## src/rtl/ysyx_22051086_trap_ctrl.sv

```systemverilog
// Machine-mode trap/mret sequencer: stalls the pipeline, writes mepc/mcause/mstatus
// one CSR per cycle, then redirects the PC to mtvec (trap) or mepc (mret).
module ysyx_22051086_trap_ctrl #(
  parameter logic [63:0] ECALL_CAUSE = 64'd11,
  parameter logic [63:0] TIMER_CAUSE = 64'h8000_0000_0000_0007
) (
  input  logic        clk,
  input  logic        rst,
  input  logic [63:0] pc,
  input  logic        ecall,
  input  logic        mret,
  input  logic        timer_irq,
  output logic [11:0] csr_rnum,
  input  logic [63:0] csr_rdata,
  output logic        csr_wen,
  output logic [11:0] csr_wnum,
  output logic [63:0] csr_wdata,
  output logic [63:0] csr_wmask,
  output logic        stall,
  output logic        redirect_valid,
  output logic [63:0] redirect_pc
);

  typedef enum logic [2:0] {
    StIdle, StTEpc, StTCause, StTStat, StTVec, StMStat, StMVec
  } state_e;

  state_e      state_q, state_d;
  logic [63:0] pc_q, cause_q, mst_q;
  logic        in_idle, irq_take, trap_take, mret_take;

  // csr_rdata holds mstatus while idle, so MIE gating of the timer is valid only here.
  assign in_idle   = (state_q == StIdle);
  assign irq_take  = in_idle & timer_irq & csr_rdata[3];
  assign trap_take = in_idle & (ecall | irq_take);
  assign mret_take = in_idle & mret & ~(ecall | irq_take);

  always_ff @(posedge clk or posedge rst) begin
    if (rst) begin
      state_q <= StIdle;
      pc_q    <= 64'h0;
      cause_q <= 64'h0;
      mst_q   <= 64'h0;
    end else begin
      state_q <= state_d;
      if (trap_take) begin
        pc_q    <= pc;
        cause_q <= irq_take ? TIMER_CAUSE : ECALL_CAUSE;
        mst_q   <= csr_rdata;
      end else if (mret_take) begin
        mst_q <= csr_rdata;
      end
    end
  end

  always_comb begin
    state_d        = state_q;
    csr_rnum       = 12'h300;
    csr_wen        = 1'b0;
    csr_wnum       = 12'h000;
    csr_wdata      = 64'h0;
    csr_wmask      = 64'h0;
    stall          = 1'b0;
    redirect_valid = 1'b0;
    redirect_pc    = 64'h0;
    unique case (state_q)
      StIdle: begin
        if (trap_take) begin
          state_d = StTEpc;
          stall   = 1'b1;
        end else if (mret_take) begin
          state_d = StMStat;
          stall   = 1'b1;
        end
      end
      StTEpc: begin
        state_d   = StTCause;
        stall     = 1'b1;
        csr_wen   = 1'b1;
        csr_wnum  = 12'h341;
        csr_wdata = pc_q;
      end
      StTCause: begin
        state_d   = StTStat;
        stall     = 1'b1;
        csr_wen   = 1'b1;
        csr_wnum  = 12'h342;
        csr_wdata = cause_q;
      end
      StTStat: begin
        state_d          = StTVec;
        stall            = 1'b1;
        csr_wen          = 1'b1;
        csr_wnum         = 12'h300;
        csr_wdata        = mst_q;
        csr_wdata[7]     = mst_q[3];
        csr_wdata[3]     = 1'b0;
        csr_wdata[12:11] = 2'b11;
      end
      StTVec: begin
        state_d        = StIdle;
        csr_rnum       = 12'h305;
        redirect_valid = 1'b1;
        redirect_pc    = {csr_rdata[63:2], 2'b00};
      end
      StMStat: begin
        state_d          = StMVec;
        stall            = 1'b1;
        csr_wen          = 1'b1;
        csr_wnum         = 12'h300;
        csr_wdata        = mst_q;
        csr_wdata[3]     = mst_q[7];
        csr_wdata[7]     = 1'b1;
        csr_wdata[12:11] = 2'b11;
      end
      StMVec: begin
        state_d        = StIdle;
        csr_rnum       = 12'h341;
        redirect_valid = 1'b1;
        redirect_pc    = csr_rdata;
      end
      default: state_d = StIdle;
    endcase
  end

endmodule

```

## config.mk

```make
export PLATFORM = sky130hd
export DESIGN_NAME = ysyx_22051086_trap_ctrl
export DESIGN_NICKNAME = d
export VERILOG_FILES = /design/src/rtl/ysyx_22051086_trap_ctrl.sv
export SDC_FILE = /design/constraint.sdc
export NUM_CORES = 1
export LEC_CHECK = 0
export CORE_AREA = 2 2 138 140
export CTS_CLUSTER_DIAMETER = 150
export CTS_CLUSTER_SIZE = 20
export DETAILED_ROUTE_END_ITERATION = 10
export DIE_AREA = 0 0 140 142
export PLACE_DENSITY_LB_ADDON = 0.1
export SKIP_LAST_GASP = 1
export SLEW_MARGIN = 20
export SYNTH_ARGS = -nofsm -noshare
export SYNTH_HDL_FRONTEND = slang
export SYNTH_SLANG_ARGS = --single-unit
```

## constraint.sdc

```tcl
create_clock -name clk -period 10.07 [get_ports clk]
set_clock_uncertainty 0.2 [all_clocks]
set_input_delay 1.5105 -clock clk [delete_from_list [all_inputs] [get_ports clk]]
set_output_delay 1.5105 -clock clk [all_outputs]
set_load 0.05 [all_outputs]
```

Word-level counts from Yosys, hierarchy flattened --
Index checks and enable logic that the tools add are counted.
Storage, ports and cells: bits in registers 195, latch bits 0, ROM bits 0, memory bits (writable) 0, memories kept 0
Cells by class: bitwise logic cells 7, divide/modulo/power cells 0, $mul 0, multiplexer cells 15, $lt $le $gt $ge 0, reduce and logical (&&, ||, !) cells 5, add/sub/neg operators 0, equality and inequality tests 7, shift-type cells 0
Operators by type and width (number):
- case mux 64 bit (4 select lines) | 1
- 2-to-1 mux 64 bit | 3
- case mux 64 bit (2 select lines) | 1
- case mux 10 bit (3 select lines) | 1
- case mux 3 bit (5 select lines) | 1
- case mux 7 bit (2 select lines) | 1
- equality test 3 bit (second input constant) | 3
- equality test 3 x 2 -> 1 bit (second input constant) | 2
- 2-to-1 mux 3 bit | 2
- bitwise AND 1 bit | 5
- 2-to-1 mux 1 bit | 4
- OR reduction 2 bit | 2
- OR reduction 4 bit | 1
- equality test 3 x 1 -> 1 bit (second input constant) | 1
- zero test 3 bit | 1
- inequality test 3 x 1 -> 1 bit (second input constant) | 1
- case mux 1 bit (2 select lines) | 1
- nonzero test 2 bit | 1
- inverter 1 bit | 1
- bitwise OR 1 bit | 1

Logic depth before layout (Yosys ltp) --
Gate-level depths: netlist (run 1).
depth after elaboration 9, depth in mapped cells 7

Least setup slack after synthesis (run 1) --
OpenSTA, ideal clock, no wires.
kind input-to-output, from in timer_irq, to out stall, buffers on the path 0, arrival 2.847 ns, setup slack 5.513 ns, stages 3, cell sequence a21o_1 > nor3_1 > o21ai_0
Between the ends: longest elaborated chain between the ends 8, elaborated cells on any way between the ends 9
RTL lines:
- from (decl) | line 12 | input logic timer_irq,
- bitwise AND 1 bit (*) (2 in series) | line 34 | assign irq_take = in_idle & timer_irq & csr_rdata[3];
- bitwise OR 1 bit (*) | line 35, 36
- inverter 1 bit | line 36 | assign mret_take = in_idle & mret & ~(ecall | irq_take);
- bitwise AND 1 bit | line 36
- 2-to-1 mux 1 bit | line 71 | end else if (mret_take) begin
- 2-to-1 mux 1 bit (*) | line 68 | if (trap_take) begin
- case mux 1 bit (2 select lines) (*) | line 66 | unique case (state_q)
- to (decl) | line 19 | output logic stall,
Mark *: on every way between the ends. The rest lies on a longest branch, timed or not.

Worst setup path after layout (run 1) --
from reg state_q[2], to out csr_wdata[49]
Between the ends: longest elaborated chain between the ends 2, elaborated cells on any way between the ends 5
RTL lines:
- from (decl) | line 28 | state_e state_q, state_d;
- from (signal assigned) | line 40 | state_q <= StIdle;
- from (signal assigned) | line 45 | state_q <= state_d;
- equality test 3 bit (tied with other cells) | line 66
- case mux 64 bit (4 select lines) (*) | line 66
- to (decl) | line 17 | output logic [63:0] csr_wdata,
Marked as above.

==> results of run 1 <==
==> worst reg2reg max path: cells and delay by family, from the launching register on <==
family	cells	cell delay, ns
buffers and inverters	1	0.67
multiplexers	1	0.44
flip-flops	1	0.63
AND/OR/NAND/NOR	2	0.89
==> sequential cells by signal (all words and copies together) (netlist names) <==
signal,count
state_q,3
mst_q,62
pc_q,64
cause_q,3
==> stage by stage <==
| stage | util | hold slack, ns |
|---|---|---|
| 5_1_grt | 0.545 | 0.314 |
| 4_1_cts | 0.545 | 0.283 |
| 6_report | 0.545 | 0.278 |
| 3_5_place_dp | 0.513 | 0.270 |
| 2_1_floorplan | - | 0.240 |
| 3_3_place_gp | 0.512 | 0.266 |
==> cells in the final DEF (no fill, tap or decap), drive strengths merged, types with 2 or more instances in the layout <==
cell / count
a22oi: 5
nor2: 3
o21ai: 5
nor2b: 3
nor3: 3
clkinv: 8
buf: 5
bufinv: 2
and2: 67
conb: 80
dfrtp: 132
nand3b: 3
clkinvlp: 3
clkbuf: 19
nand2b: 2
nand2: 6
a22o: 56
and3: 2
inv: 3
a21oi: 3
clkdlybuf4s50: 271
mux2: 129
a21o: 3
==> power breakdown <==
part           switching [mW]  internal [mW]
logic                    1.46          0.964
registers               0.169          0.805
clock network           0.235          0.375
total                    1.86           2.14
==> final cells by class <==
class / count / share of cell area
Sequential cell: 132 / 0.328
Clock buffer: 19 / 0.0450
Clock inverter: 13 / 0.0133
Tap cell: 234 / 0.0291
Multi-Input combinational cell: 380 / 0.307
Inverter: 3 / 0.00137
Timing Repair Buffer: 276 / 0.276
==> path summary, 6_finish.rpt <==
| path | start | endpoint | slack [ns] | cells past startpoint |
|---|---|---|---|---|
| worst min-delay path | cause_q[1]$_DFFE_PP0P_ | cause_q[1]$_DFFE_PP0P_ | 0.28 | 1 |
| worst max register to register | state_q[2]$_DFFE_PP0P_ | pc_q[58]$_DFFE_PP0P_ | 7.14 | 4 |
| min in group asynchronous | rst | mst_q[30]$_DFFE_PP0N_ | 1.33 | 2 |
| max in group asynchronous | rst | pc_q[27]$_DFFE_PP0P_ | 7.14 | 3 |
| worst max-delay path | state_q[2]$_DFFE_PP0P_ | csr_wdata[49] | 4.84 | 5 |
| worst min register to register | cause_q[1]$_DFFE_PP0P_ | cause_q[1]$_DFFE_PP0P_ | 0.28 | 1 |
==> routing by layer <==
layer / wire [um] / GRT usage / vias to the layer above / part of all wire
met2: 9440 / 0.322 / 223 / 0.50
li1: - / - / 2297 / -
met5: 0 / 0 / - / 0
met1: 7520 / 0.225 / 2480 / 0.40
met4: 333 / 0.0723 / 0 / 0.018
met3: 1490 / 0.0663 / 22 / 0.080
==> cells by family (layout without fill, tap and decap cells) <==
| kind of cell | count (synthesis) | in the layout |
|---|---|---|
| muxes | 129 | 129 |
| other | 2 | 80 |
| DFF | 132 | 132 |
| buffers and inverters | 127 | 311 |
| xor gates and xnor gates | 1 | 1 |
| and+or+nand+nor | 93 | 93 |
| AOI/OAI and AO/OA | 77 | 77 |
==> results.sh, run 1 <==
export IMPL_crit_type="reg -> out"
export IMPL_ys_top_cells_by_area="dfrtp_1 (47%), mux2_2 (17%), buf_4 (9.7%)"
export IMPL_worstPathRequired_ns=8.36
export IMPL_hold_viol=0
export IMPL_yosysTopAreaCellShare=0.470
export IMPL_grt_usage=0.190
export IMPL_fp_row_count=50
export IMPL_vias=5022
export IMPL_cp_buffers_inverters=2
export IMPL_syn_area_um2=7020
export IMPL_critPathArrivalTime_ns=3.52
export IMPL_die_h_um=142
export IMPL_drt_wl_total_mm=18.8
export IMPL_ios=352
export IMPL_clock_sinks=132
export IMPL_status="finished, violations left"
export IMPL_synth_compound_area_frac=0.0896
export IMPL_drtAntennaViolNets=0
export IMPL_finalMaxSlewViolations=0
export IMPL_synth_async_reset_ratio=1.00
export IMPL_wl_per_cell_um=17.8
export IMPL_drc=25
export IMPL_worst_pin_slew_ns=1.03
export IMPL_synth_edf_count=0
export IMPL_dpl_instance_area_um2=9470
export IMPL_synth_cell_type_count=37
export IMPL_finalCriticalPeriod_ns=5.23
export IMPL_cts_root_buf="clkbuf_16"
export IMPL_syn_area_per_cell_um2=12.5
export IMPL_finalPower_mw=4.01
export IMPL_post_place_cells=1025
export IMPL_leakagePower_nw=4.26
export IMPL_hpwl_mm=12.9
export IMPL_dr_pass1_iters=8
export IMPL_grt_antenna_before_repair=0
export IMPL_start_kind="flip-flop"
export IMPL_dieArea_um2=19900
export IMPL_synth_mux_area_frac=0.221
export IMPL_postCtsSetupBuffers=0
export IMPL_rsz0062_at_grt="no"
export IMPL_ctsResizeCount=0
export IMPL_antenna_cells=0
export IMPL_worst_path_largest_cell_delay_ns=0.85
export IMPL_p_per_area_nw_per_um2=398
export IMPL_grt_pass1_vias=5210
export IMPL_core_um2=18500
export IMPL_layout_setup_ws_ns=4.84
export IMPL_grt_pass1_wl_mm=29.0
export IMPL_cts_buffer_depth=2
export IMPL_vias_per_cell=4.75
export IMPL_stdcell_count=1057
export IMPL_detailedRoute_firstIterationViolations=177
export IMPL_place_ws_ns=4.98
export IMPL_synth_top_family_by_area="multiplexers"
export IMPL_nets=943
export IMPL_drive_gt1_frac=0.213
export IMPL_die_x_um=140
export IMPL_synth_ff_type="dfrtp_1"
export IMPL_synth_xor_area_frac=0.00125
export IMPL_fillCellCount=1607
export IMPL_fmax_ghz=0.191
export IMPL_syn_to_final_growth_pct=43.3
export IMPL_routabilityCongestion=0.741
export IMPL_fin_area_um2=10100
export IMPL_ys_ff_latch=132
export IMPL_setup_violations=0
export IMPL_io_buffers=271
export IMPL_overflow=0
export IMPL_finalCritPeriodShare=0.519
export IMPL_cts_tree="done"
export IMPL_max_cap_violations=0
export IMPL_maxSlewHeadroom=0.312
export IMPL_cts_htree_levels=4
export IMPL_synth_largest_area_cell="dfrtp_1"
export IMPL_clkTransAtPathRegs_ns=0.06
export IMPL_initial_utilization=0.380
export IMPL_postSynthCellCount=561
export IMPL_post_synth_top_count_cell="dfrtp_1"
export IMPL_yosysWarnings=0
export IMPL_cts_made_buffers=17
export IMPL_grt_max_degree=83
export IMPL_cpMaxStageDelayCell="clkdlybuf4s50_1"
export IMPL_cp_top_family="buffers and inverters"
export IMPL_yosys_top_cells_count="dfrtp_1 (132), mux2_2 (103), buf_4 (91)"
export IMPL_multiInputGateArea_um2=3090
export IMPL_violations="design-rule violations"
export IMPL_cp_end_kind="primary output"
export IMPL_yosys_area_share_simple=0.0827
export IMPL_tns_ns=0
export IMPL_synth_seq_area_share=0.470
export IMPL_synthAdderAreaFrac=0
export IMPL_regArea_um2=3300
export IMPL_hold_class="reg -> reg"
export IMPL_insertion_delay_ns=0.42
export IMPL_cp_max_fo=36
export IMPL_cts_hold_buf=0
export IMPL_peakVddDrop_mv=0.193
export IMPL_path_cells="xor2_1 > and2_2 > buf_4 > a22o_1 > clkdlybuf4s50_1"
Note: power is estimated with default switching activity, not from simulation.
==> run 2, diff against run 1 <==
Clock period 10.07 ns to 5.1 ns, I/O delays scaled along.
==> results.sh, run 2 (synthesized netlist as in run 1, its figures left out) <==
export IMPL_status="finished, violations left"
export IMPL_violations="design-rule violations"
export IMPL_drive_gt1_frac=0.214
export IMPL_hold_viol=0
export IMPL_grt_usage=0.187
export IMPL_detailedRoute_firstIterationViolations=196
export IMPL_insertion_delay_ns=0.41
export IMPL_peakVddDrop_mv=0.359
export IMPL_finalCriticalPeriod_ns=4.29
export IMPL_r2r_slack_ns=2.47
export IMPL_finalMaxSlewViolations=0
export IMPL_cts_made_buffers=17
export IMPL_drc=25
export IMPL_fin_area_um2=10100
export IMPL_hold_class="reg -> reg"
export IMPL_cts_htree_levels=4
export IMPL_reg_top3="pc_q: 64 flops, mst_q: 62 flops"
export IMPL_rsz0062_at_grt="no"
export IMPL_core_um2=18500
export IMPL_ios=352
export IMPL_fp_row_count=50
export IMPL_max_cap_violations=0
export IMPL_grt_pass1_wl_mm=28.6
export IMPL_setup_violations=0
export IMPL_fmax_ghz=0.233
export IMPL_worst_r2r_cell_count=4
export IMPL_maxSlewHeadroom=0.373
export IMPL_most_common_layout_cells="clkdlybuf4s50_1 (271), dfrtp_1 (132), mux2_2 (103), conb_1 (80), and2_1 (65)"
export IMPL_syn_to_final_growth_pct=43.4
export IMPL_grt_pass1_vias=5154
export IMPL_dieArea_um2=19900
export IMPL_critPathArrivalTime_ns=3.32
export IMPL_hpwl_mm=13.2
export IMPL_worst_pin_slew_ns=0.940
export IMPL_grt_max_degree=68
export IMPL_vias_per_cell=4.72
export IMPL_largest_reg_flops=64
export IMPL_drt_wl_total_mm=18.8
export IMPL_start_kind="flip-flop"
export IMPL_cts_hold_buf=0
export IMPL_dr_pass1_iters=7
export IMPL_grt_antenna_before_repair=0
export IMPL_vias=4999
export IMPL_clock_sinks=132
export IMPL_cp_end_kind="primary output"
export IMPL_p_per_area_nw_per_um2=785
export IMPL_cts_tree="done"
export IMPL_ctsResizeCount=0
export IMPL_antenna_cells=0
export IMPL_postCtsSetupBuffers=0
export IMPL_nets=945
export IMPL_cts_root_buf="clkbuf_16"
export IMPL_io_buffers=271
export IMPL_critPathCapture="csr_wdata[6]"
export IMPL_initial_utilization=0.380
export IMPL_r2r_start="state_q[2]$_DFFE_PP0P_"
export IMPL_final_common_cell="clkdlybuf4s50_1"
export IMPL_leakagePower_nw=4.26
export IMPL_clkTransAtPathRegs_ns=0.05
export IMPL_crit_type="reg -> out"
export IMPL_cp_max_fo=26
export IMPL_routabilityCongestion=0.787
export IMPL_tns_ns=0
export IMPL_worstPathRequired_ns=4.14
export IMPL_overflow=0
export IMPL_finalCritPeriodShare=0.840
export IMPL_r2r_end="pc_q[33]$_DFFE_PP0P_"
export IMPL_cts_buffer_depth=2
export IMPL_wl_per_cell_um=17.7
export IMPL_top_register="pc_q"
export IMPL_crit_path_start="state_q[2]$_DFFE_PP0P_"
export IMPL_die_h_um=142
export IMPL_die_x_um=140
export IMPL_dpl_instance_area_um2=9470
export IMPL_drtAntennaViolNets=0
-- run 2: layout make-up --
class / count / area, um2
fillers: 1600 / 8390
flip-flops and latches: 132 / 3300
multi-input cells: 380 / 3090
repair buffers: 278 / 2790
clock buffers: 17 / 425
well taps: 234 / 293
clock inverters: 14 / 153
inverters: 3 / 13.8
-- run 2: layer usage --
layer	GRT usage	vias to the layer above	part of all wire	wire length, um
met1	0.219	2459	0.40	7450
li1	-	2298	-	-
met5	0	-	0	0
met2	0.320	218	0.50	9450
met3	0.0622	24	0.079	1470
met4	0.0691	0	0.020	381
-- run 2: worst max-delay path, cell delays in order, from the launching register on --
cell             delay, ns
dfrtp_1               0.73
xor2_1                0.19
and2_2                0.54
buf_4                 0.42
a22o_1                0.20
clkdlybuf4s50_1       0.80
-- run 2: per-stage QoR --
stage | power [mW] | setup slack [ns] | cells | utilization | hold WS (ns)
finish | 7.90 | 0.815 | 1058 | 0.546 | 0.286
global route | 8.27 | 0.626 | 1058 | 0.546 | 0.320
CTS | 7.99 | 0.749 | 1057 | 0.544 | 0.294
detailed placement | 6.75 | 1.21 | 1026 | 0.513 | 0.282
global placement | 6.69 | 1.27 | 1026 | 0.513 | 0.277
floorplan | 5.49 | 0.609 | 639 | - | 0.240
-- run 2: power by group --
part	internal (mW)	switching, mW
Clock	0.721	0.474
Combinational	1.91	2.86
Sequential	1.59	0.346
-- run 2: worst min path at each step --
stage	start	cells after the start	to
after detailed placement	cause_q[1]$_DFFE_PP0P_	1	cause_q[1]$_DFFE_PP0P_
final	cause_q[1]$_DFFE_PP0P_	1	cause_q[1]$_DFFE_PP0P_
after global routing	mst_q[20]$_DFFE_PP0N_	1	mst_q[20]$_DFFE_PP0N_
after CTS	cause_q[1]$_DFFE_PP0P_	1	cause_q[1]$_DFFE_PP0P_
after floorplan	cause_q[1]$_DFFE_PP0P_	1	cause_q[1]$_DFFE_PP0P_
after global placement	cause_q[1]$_DFFE_PP0P_	1	cause_q[1]$_DFFE_PP0P_
